### src/rtl/host_bus_master.sv
// Host-side bus master: drains a command FIFO onto a 054539-style NCS/NRD/NWR register bus
// with programmable setup, strobe and hold timing, WAIT extension and timeout abort.
module host_bus_master #(
    parameter int unsigned AW         = 10,
    parameter int unsigned DW         = 8,
    parameter int unsigned FIFO_DEPTH = 4,
    parameter int unsigned T_SU       = 1,
    parameter int unsigned T_CS       = 2,
    parameter int unsigned T_STB      = 15,
    parameter int unsigned T_HD       = 1,
    parameter int unsigned T_REC      = 1,
    parameter int unsigned WAIT_MAX   = 255
) (
    input  logic          CLK,
    input  logic          RES,
    input  logic          CMD_VALID,
    output logic          CMD_READY,
    input  logic          CMD_WR,
    input  logic [AW-1:0] CMD_ADDR,
    input  logic [DW-1:0] CMD_DATA,
    output logic          RSP_VALID,
    output logic [DW-1:0] RSP_DATA,
    output logic          RSP_ERR,
    output logic          ERR_TIMEOUT,
    output logic          BUSY,
    output logic [AW-1:0] BUS_AB,
    output logic [DW-1:0] BUS_DB_OUT,
    output logic          BUS_DB_OE,
    input  logic [DW-1:0] BUS_DB_IN,
    output logic          BUS_NCS,
    output logic          BUS_NRD,
    output logic          BUS_NWR,
    input  logic          BUS_WAIT
);
    localparam int unsigned PW   = $clog2(FIFO_DEPTH);
    localparam int unsigned FW   = 1 + AW + DW;
    localparam int unsigned TM1  = (T_SU > T_CS) ? T_SU : T_CS;
    localparam int unsigned TM2  = (TM1 > T_STB) ? TM1 : T_STB;
    localparam int unsigned TM3  = (TM2 > T_HD) ? TM2 : T_HD;
    localparam int unsigned TMAX = (TM3 > T_REC) ? TM3 : T_REC;
    localparam int unsigned CW   = $clog2(TMAX + 1);
    localparam int unsigned EW   = (WAIT_MAX < 1) ? 1 : $clog2(WAIT_MAX + 1);
    localparam logic [PW:0] FULL_CNT = (PW + 1)'(FIFO_DEPTH);

    typedef enum logic [2:0] {
        StIdle, StSetup, StCsLead, StStrobe, StHold, StRecover
    } state_t;

    state_t        state;
    logic [CW-1:0] cnt;
    logic [EW-1:0] ext;
    logic          is_wr;

    logic [FW-1:0] fifo_mem [FIFO_DEPTH];
    logic [PW-1:0] wr_ptr, rd_ptr;
    logic [PW:0]   count;
    logic          full, empty, push, pop;
    logic          head_wr;
    logic [AW-1:0] head_addr;
    logic [DW-1:0] head_data;

    assign full      = (count == FULL_CNT);
    assign empty     = (count == '0);
    assign CMD_READY = !full && !RES;
    assign push      = CMD_VALID && CMD_READY;
    assign pop       = (state == StIdle) && !empty;
    assign BUSY      = !empty || (state != StIdle);
    assign {head_wr, head_addr, head_data} = fifo_mem[rd_ptr];

    // Pointers wrap naturally because the depth is a power of two.
    always_ff @(posedge CLK or posedge RES) begin
        if (RES) begin
            wr_ptr <= '0;
            rd_ptr <= '0;
            count  <= '0;
        end else begin
            if (push) wr_ptr <= wr_ptr + 1'b1;
            if (pop)  rd_ptr <= rd_ptr + 1'b1;
            if (push && !pop)      count <= count + 1'b1;
            else if (!push && pop) count <= count - 1'b1;
        end
    end

    always_ff @(posedge CLK) begin
        if (push) fifo_mem[wr_ptr] <= {CMD_WR, CMD_ADDR, CMD_DATA};
    end

    always_ff @(posedge CLK or posedge RES) begin
        if (RES) begin
            state       <= StIdle;
            cnt         <= '0;
            ext         <= '0;
            is_wr       <= 1'b0;
            BUS_AB      <= '0;
            BUS_DB_OUT  <= '0;
            BUS_DB_OE   <= 1'b0;
            BUS_NCS     <= 1'b1;
            BUS_NRD     <= 1'b1;
            BUS_NWR     <= 1'b1;
            RSP_VALID   <= 1'b0;
            RSP_ERR     <= 1'b0;
            RSP_DATA    <= '0;
            ERR_TIMEOUT <= 1'b0;
        end else begin
            RSP_VALID <= 1'b0;
            RSP_ERR   <= 1'b0;
            case (state)
                StIdle: begin
                    if (!empty) begin
                        BUS_AB     <= head_addr;
                        BUS_DB_OUT <= head_data;
                        BUS_DB_OE  <= head_wr;
                        is_wr      <= head_wr;
                        cnt        <= CW'(T_SU - 1);
                        state      <= StSetup;
                    end
                end
                StSetup: begin
                    if (cnt == '0) begin
                        BUS_NCS <= 1'b0;
                        cnt     <= CW'(T_CS - 1);
                        state   <= StCsLead;
                    end else begin
                        cnt <= cnt - 1'b1;
                    end
                end
                StCsLead: begin
                    if (cnt == '0) begin
                        BUS_NWR <= !is_wr;
                        BUS_NRD <= is_wr;
                        ext     <= '0;
                        cnt     <= CW'(T_STB - 1);
                        state   <= StStrobe;
                    end else begin
                        cnt <= cnt - 1'b1;
                    end
                end
                StStrobe: begin
                    if (cnt != '0) begin
                        cnt <= cnt - 1'b1;
                    end else if (BUS_WAIT && ext != EW'(WAIT_MAX)) begin
                        ext <= ext + 1'b1;
                    end else begin
                        // WAIT still high here means the extension budget is spent: abort.
                        BUS_NWR <= 1'b1;
                        BUS_NRD <= 1'b1;
                        cnt     <= CW'(T_HD - 1);
                        state   <= StHold;
                        if (BUS_WAIT) ERR_TIMEOUT <= 1'b1;
                        if (!is_wr) begin
                            RSP_VALID <= 1'b1;
                            RSP_ERR   <= BUS_WAIT;
                            RSP_DATA  <= BUS_WAIT ? '1 : BUS_DB_IN;
                        end
                    end
                end
                StHold: begin
                    if (cnt == '0) begin
                        BUS_NCS   <= 1'b1;
                        BUS_DB_OE <= 1'b0;
                        cnt       <= CW'(T_REC - 1);
                        state     <= StRecover;
                    end else begin
                        cnt <= cnt - 1'b1;
                    end
                end
                StRecover: begin
                    if (cnt == '0) state <= StIdle;
                    else           cnt   <= cnt - 1'b1;
                end
                default: state <= StIdle;
            endcase
        end
    end
endmodule

### config.mk
export PLATFORM = sky130hd
export DESIGN_NAME = host_bus_master
export DESIGN_NICKNAME = d
export VERILOG_FILES = /design/src/rtl/host_bus_master.sv
export SDC_FILE = /design/constraint.sdc
export NUM_CORES = 1
export LEC_CHECK = 0
export ABC_AREA = 1
export ABC_CLOCK_PERIOD_IN_PS = 3000
export CAP_MARGIN = 15
export CORE_MARGIN = 4
export CORE_UTILIZATION = 60
export DETAILED_ROUTE_END_ITERATION = 10
export PLACE_DENSITY_LB_ADDON = 0.1
export SLEW_MARGIN = 20
export SYNTH_ARGS = -nofsm -noshare
export SYNTH_HDL_FRONTEND = slang
export SYNTH_SLANG_ARGS = --single-unit
### constraint.sdc
create_clock -name CLK -period 3 [get_ports CLK]
set_input_delay 0.6 -clock CLK [delete_from_list [all_inputs] [get_ports CLK]]
set_output_delay 0.6 -clock CLK [all_outputs]
set_load 0.02 [all_outputs]
==> results of run 1 <==
[layout by cell type (no fill, tap or decap), types with 10 or more instances in the layout]
master,netlist,final
dfrtp_1,53,53
nor2_1,118,114
clkbuf_16,0,16
nand2_1,93,93
o21ai_0,51,51
clkdlybuf4s50_1,0,65
nor2_2,6,10
edfxtp_1,76,76
nand3_1,12,12
inv_1,34,33
a31oi_1,19,19
[power groups by stage]
stage	Sequential [mW]	Clock [mW]	Combinational (mW)
6_report	2.65	2.03	2.66
3_3_place_gp	2.65	0	2.50
5_1_grt	2.70	2.15	2.95
4_1_cts	2.65	2.05	2.67
2_1_floorplan	2.87	0	1.51
3_5_place_dp	2.67	0	2.61
[kinds of logic after synthesis]
kind of cell	Yosys count	share of synthesized area (%)
XOR/XNOR	9	1.408
AO/OA/AOI/OAI	79	7.577
adder cells (fa/ha/maj)	8	1.922
flip-flops	132	65.87
AND/OR/NAND/NOR	249	18.75
buffers and inverters	59	4.470
[worst max path at each step]
stage	cells past startpoint	slack, ps	to
floorplan	3	470	fifo_mem[0][0]$_DFFE_PP_
global placement	10	500	count[2]$_DFFE_PP0P_
detailed placement	10	390	count[2]$_DFFE_PP0P_
CTS	5	400	BUSY
global route	5	330	BUSY
finish	5	400	BUSY
[layout make-up]
cell class,count,share of cell area [%]
inverter,42,2.302
timing repair buffer,74,10.32
sequential,132,53.00
clock buffer,18,6.007
clock inverter,14,2.410
tap,108,1.942
multi-input combinational,345,24.01
[sequential cells by signal, summed over array words and instances (netlist names)]
name	flops
cnt	4
ext	8
BUS_AB	10
BUS_DB_OUT	8
RSP_ERR	1
BUS_DB_OE	1
RSP_VALID	1
BUS_NWR	1
BUS_NRD	1
is_wr	1
RSP_DATA	8
rd_ptr	2
state	3
wr_ptr	2
count	3
BUS_NCS	1
fifo_mem	76
ERR_TIMEOUT	1
[per-layer routing]
| layer | GRT usage [%] | up-vias |
|---|---|---|
| met4 | 9.372 | 0 |
| met2 | 42.57 | 104 |
| li1 | - | 1927 |
| met5 | 0 | - |
| met1 | 24.59 | 1903 |
| met3 | 5.549 | 25 |
[worst max-delay path, cell delays in order (launching register included)]
cell and delay (ps):
dfrtp_1 450, nor2_2 160, nand2_1 90, nor2_1 180, inv_1 80, clkdlybuf4s50_1 540
[through the flow]
stage / util, % / cells / power, mW / cell area, µm² / hold WS, ps
finish: 78.24 / 733 / 7.339 / 6957 / 471.3
global route: 78.24 / 733 / 7.800 / 6957 / 490.6
CTS: 78.24 / 733 / 7.378 / 6957 / 478.1
global placement: 71.66 / 701 / 5.153 / 6371 / 450.4
detailed placement: 71.66 / 701 / 5.280 / 6371 / 462.9
floorplan: - / 536 / 4.385 / 5598 / 470.7
==> impl_metrics.tcl, run 1 <==
set metrics [dict create \
    tightest_slew_ps 726.7 \
    synthCells 536 \
    cts_buffer_depth 2 \
    antenna_left 0 \
    yosysSeqAreaShare_pct 65.87 \
    slew_violations 0 \
    dr_wl_met2_um 6525 \
    grt_max_degree 57 \
    finalCriticalPeriod_ps 2602 \
    hold_end "RSP_DATA[0]$_DFFE_PP0P_" \
    num_antenna_cells 0 \
    drc 0 \
    finalSetupTns_ps 0 \
    ys_warn_count 0 \
    worstSetupStartpointType "flip-flop" \
    synth_top_area_share_pct 40.77 \
    grt_pass1_wl_um 19700 \
    power.switching_mw 2.752 \
    synthMostInstantiatedCell "nor2_1" \
    drv_cap 0 \
    ys_ff_latch 132 \
    cts_hold_buf 0 \
    hpwlAfterDp_um 6999 \
    setup_ws_ps 397.7 \
    synth_cell_types 33 \
    crit_required_ps 2400 \
    synthFlopType "edfxtp_1" \
    clk_pin_slew_worst_paths_ps 60 \
    initial_core_util_pct 62.96 \
    cts_buffers 17 \
    clock-sinks 132 \
    fill_cells 545 \
    rsz0062_at_grt "no" \
    die_area_um2 10940 \
    post_cts_resize_count 0 \
    regArea_um2 3687 \
    total_leakage_power_nw 2.840 \
    finalHoldViolCount 0 \
    slew_headroom_pct 51.25 \
    max_freq_ghz 0.3843 \
    clkLatencyLatePin_ps 520 \
    cp.arrival_ps 2000 \
    rr_worst_depth 10 \
    r2r_end "count[2]$_DFFE_PP0P_" \
    top_layer "met4" \
    holdPathStages 2 \
    power_density_nw_per_um2 1055 \
    min-delay-start "RSP_DATA[0]$_DFFE_PP0P_" \
    r2r_start "count[0]$_DFFE_PP0P_" \
    rows 34 \
    place_ws_ps 394.7 \
    p_sw_share_pct 37.50 \
    clock-root-buffer "clkbuf_8" \
    syn_area_per_cell_um2 10.44 \
    drt_first_pass_iters 4 \
    yosysTopAreaCell "edfxtp_1" \
    fin_nets 651 \
    vdd_drop_max_mv 0.7144 \
    p_int_mw 4.586 \
    drive_above_1_share_pct 12.80 \
    wl_met1_um 4633 \
    post-cts-setup-buffers 0 \
    core-area_um2 8891 \
    route.met3.wl_um 462 \
    min_period_over_period_pct 86.74 \
    synth_edf_count 76 \
    die_h_um 104.6 \
    syn_area_um2 5598 \
    synth_fp_nets 575 \
    multiInputGateArea_um2 1670 \
    gp_congestion 0.8464 \
    syn_to_final_growth_pct 24.27 \
    hold_path.class "reg -> reg" \
    pwr-share-comb_pct 36.2 \
    worstSetupStartpoint "state[0]$_DFFE_PP0P_" \
    grt_use_total_pct 22.76 \
    setup_violations 0 \
    vias 3959 \
    synthTopCellsByCount "nor2_1 (118), nand2_1 (93), edfxtp_1 (76)" \
    io_buffers 65 \
    die_x_um 104.6 \
    reg2reg_slack_ps 910 \
    wl_per_cell_um 16.24 \
    outcome "complete, no violations" \
    boundaryPins 66 \
    overflow 0 \
    async_reset_ff_share_pct 42.42 \
    crit_type "reg -> out" \
    htreeDepth 4 \
    drt-total-wl_um 11900 \
    clkPwrFrac_pct 27.7 \
    cp_max_fo 5 \
    finalClockSkew_ps 11.99 \
    endpoint_kind "primary output" \
    seqPwrFrac_pct 36.1 \
    vias_per_cell 5.401 \
    synth_area_leaders "edfxtp_1 (41%), dfrtp_1 (24%), nor2_1 (7.9%)" \
    antenna_found_initial 0 \
    cts_tree "done" \
    drt_iter0_markers 187 \
    grt_pass1_vias 4238 \
]
(Power assumes the default switching activity.)
==> run 2, diff against run 1 <==
--- a/config.mk
+++ b/config.mk
@@ -11,6 +11,7 @@
 export CORE_MARGIN = 4
 export CORE_UTILIZATION = 60
 export DETAILED_ROUTE_END_ITERATION = 10
+export GPL_ROUTABILITY_DRIVEN = 0
 export PLACE_DENSITY_LB_ADDON = 0.1
 export SLEW_MARGIN = 20
 export SYNTH_ARGS = -nofsm -noshare
==> results of run 2 <==
Same layout as run 1: the final DEF is identical, and so are final timing and power.
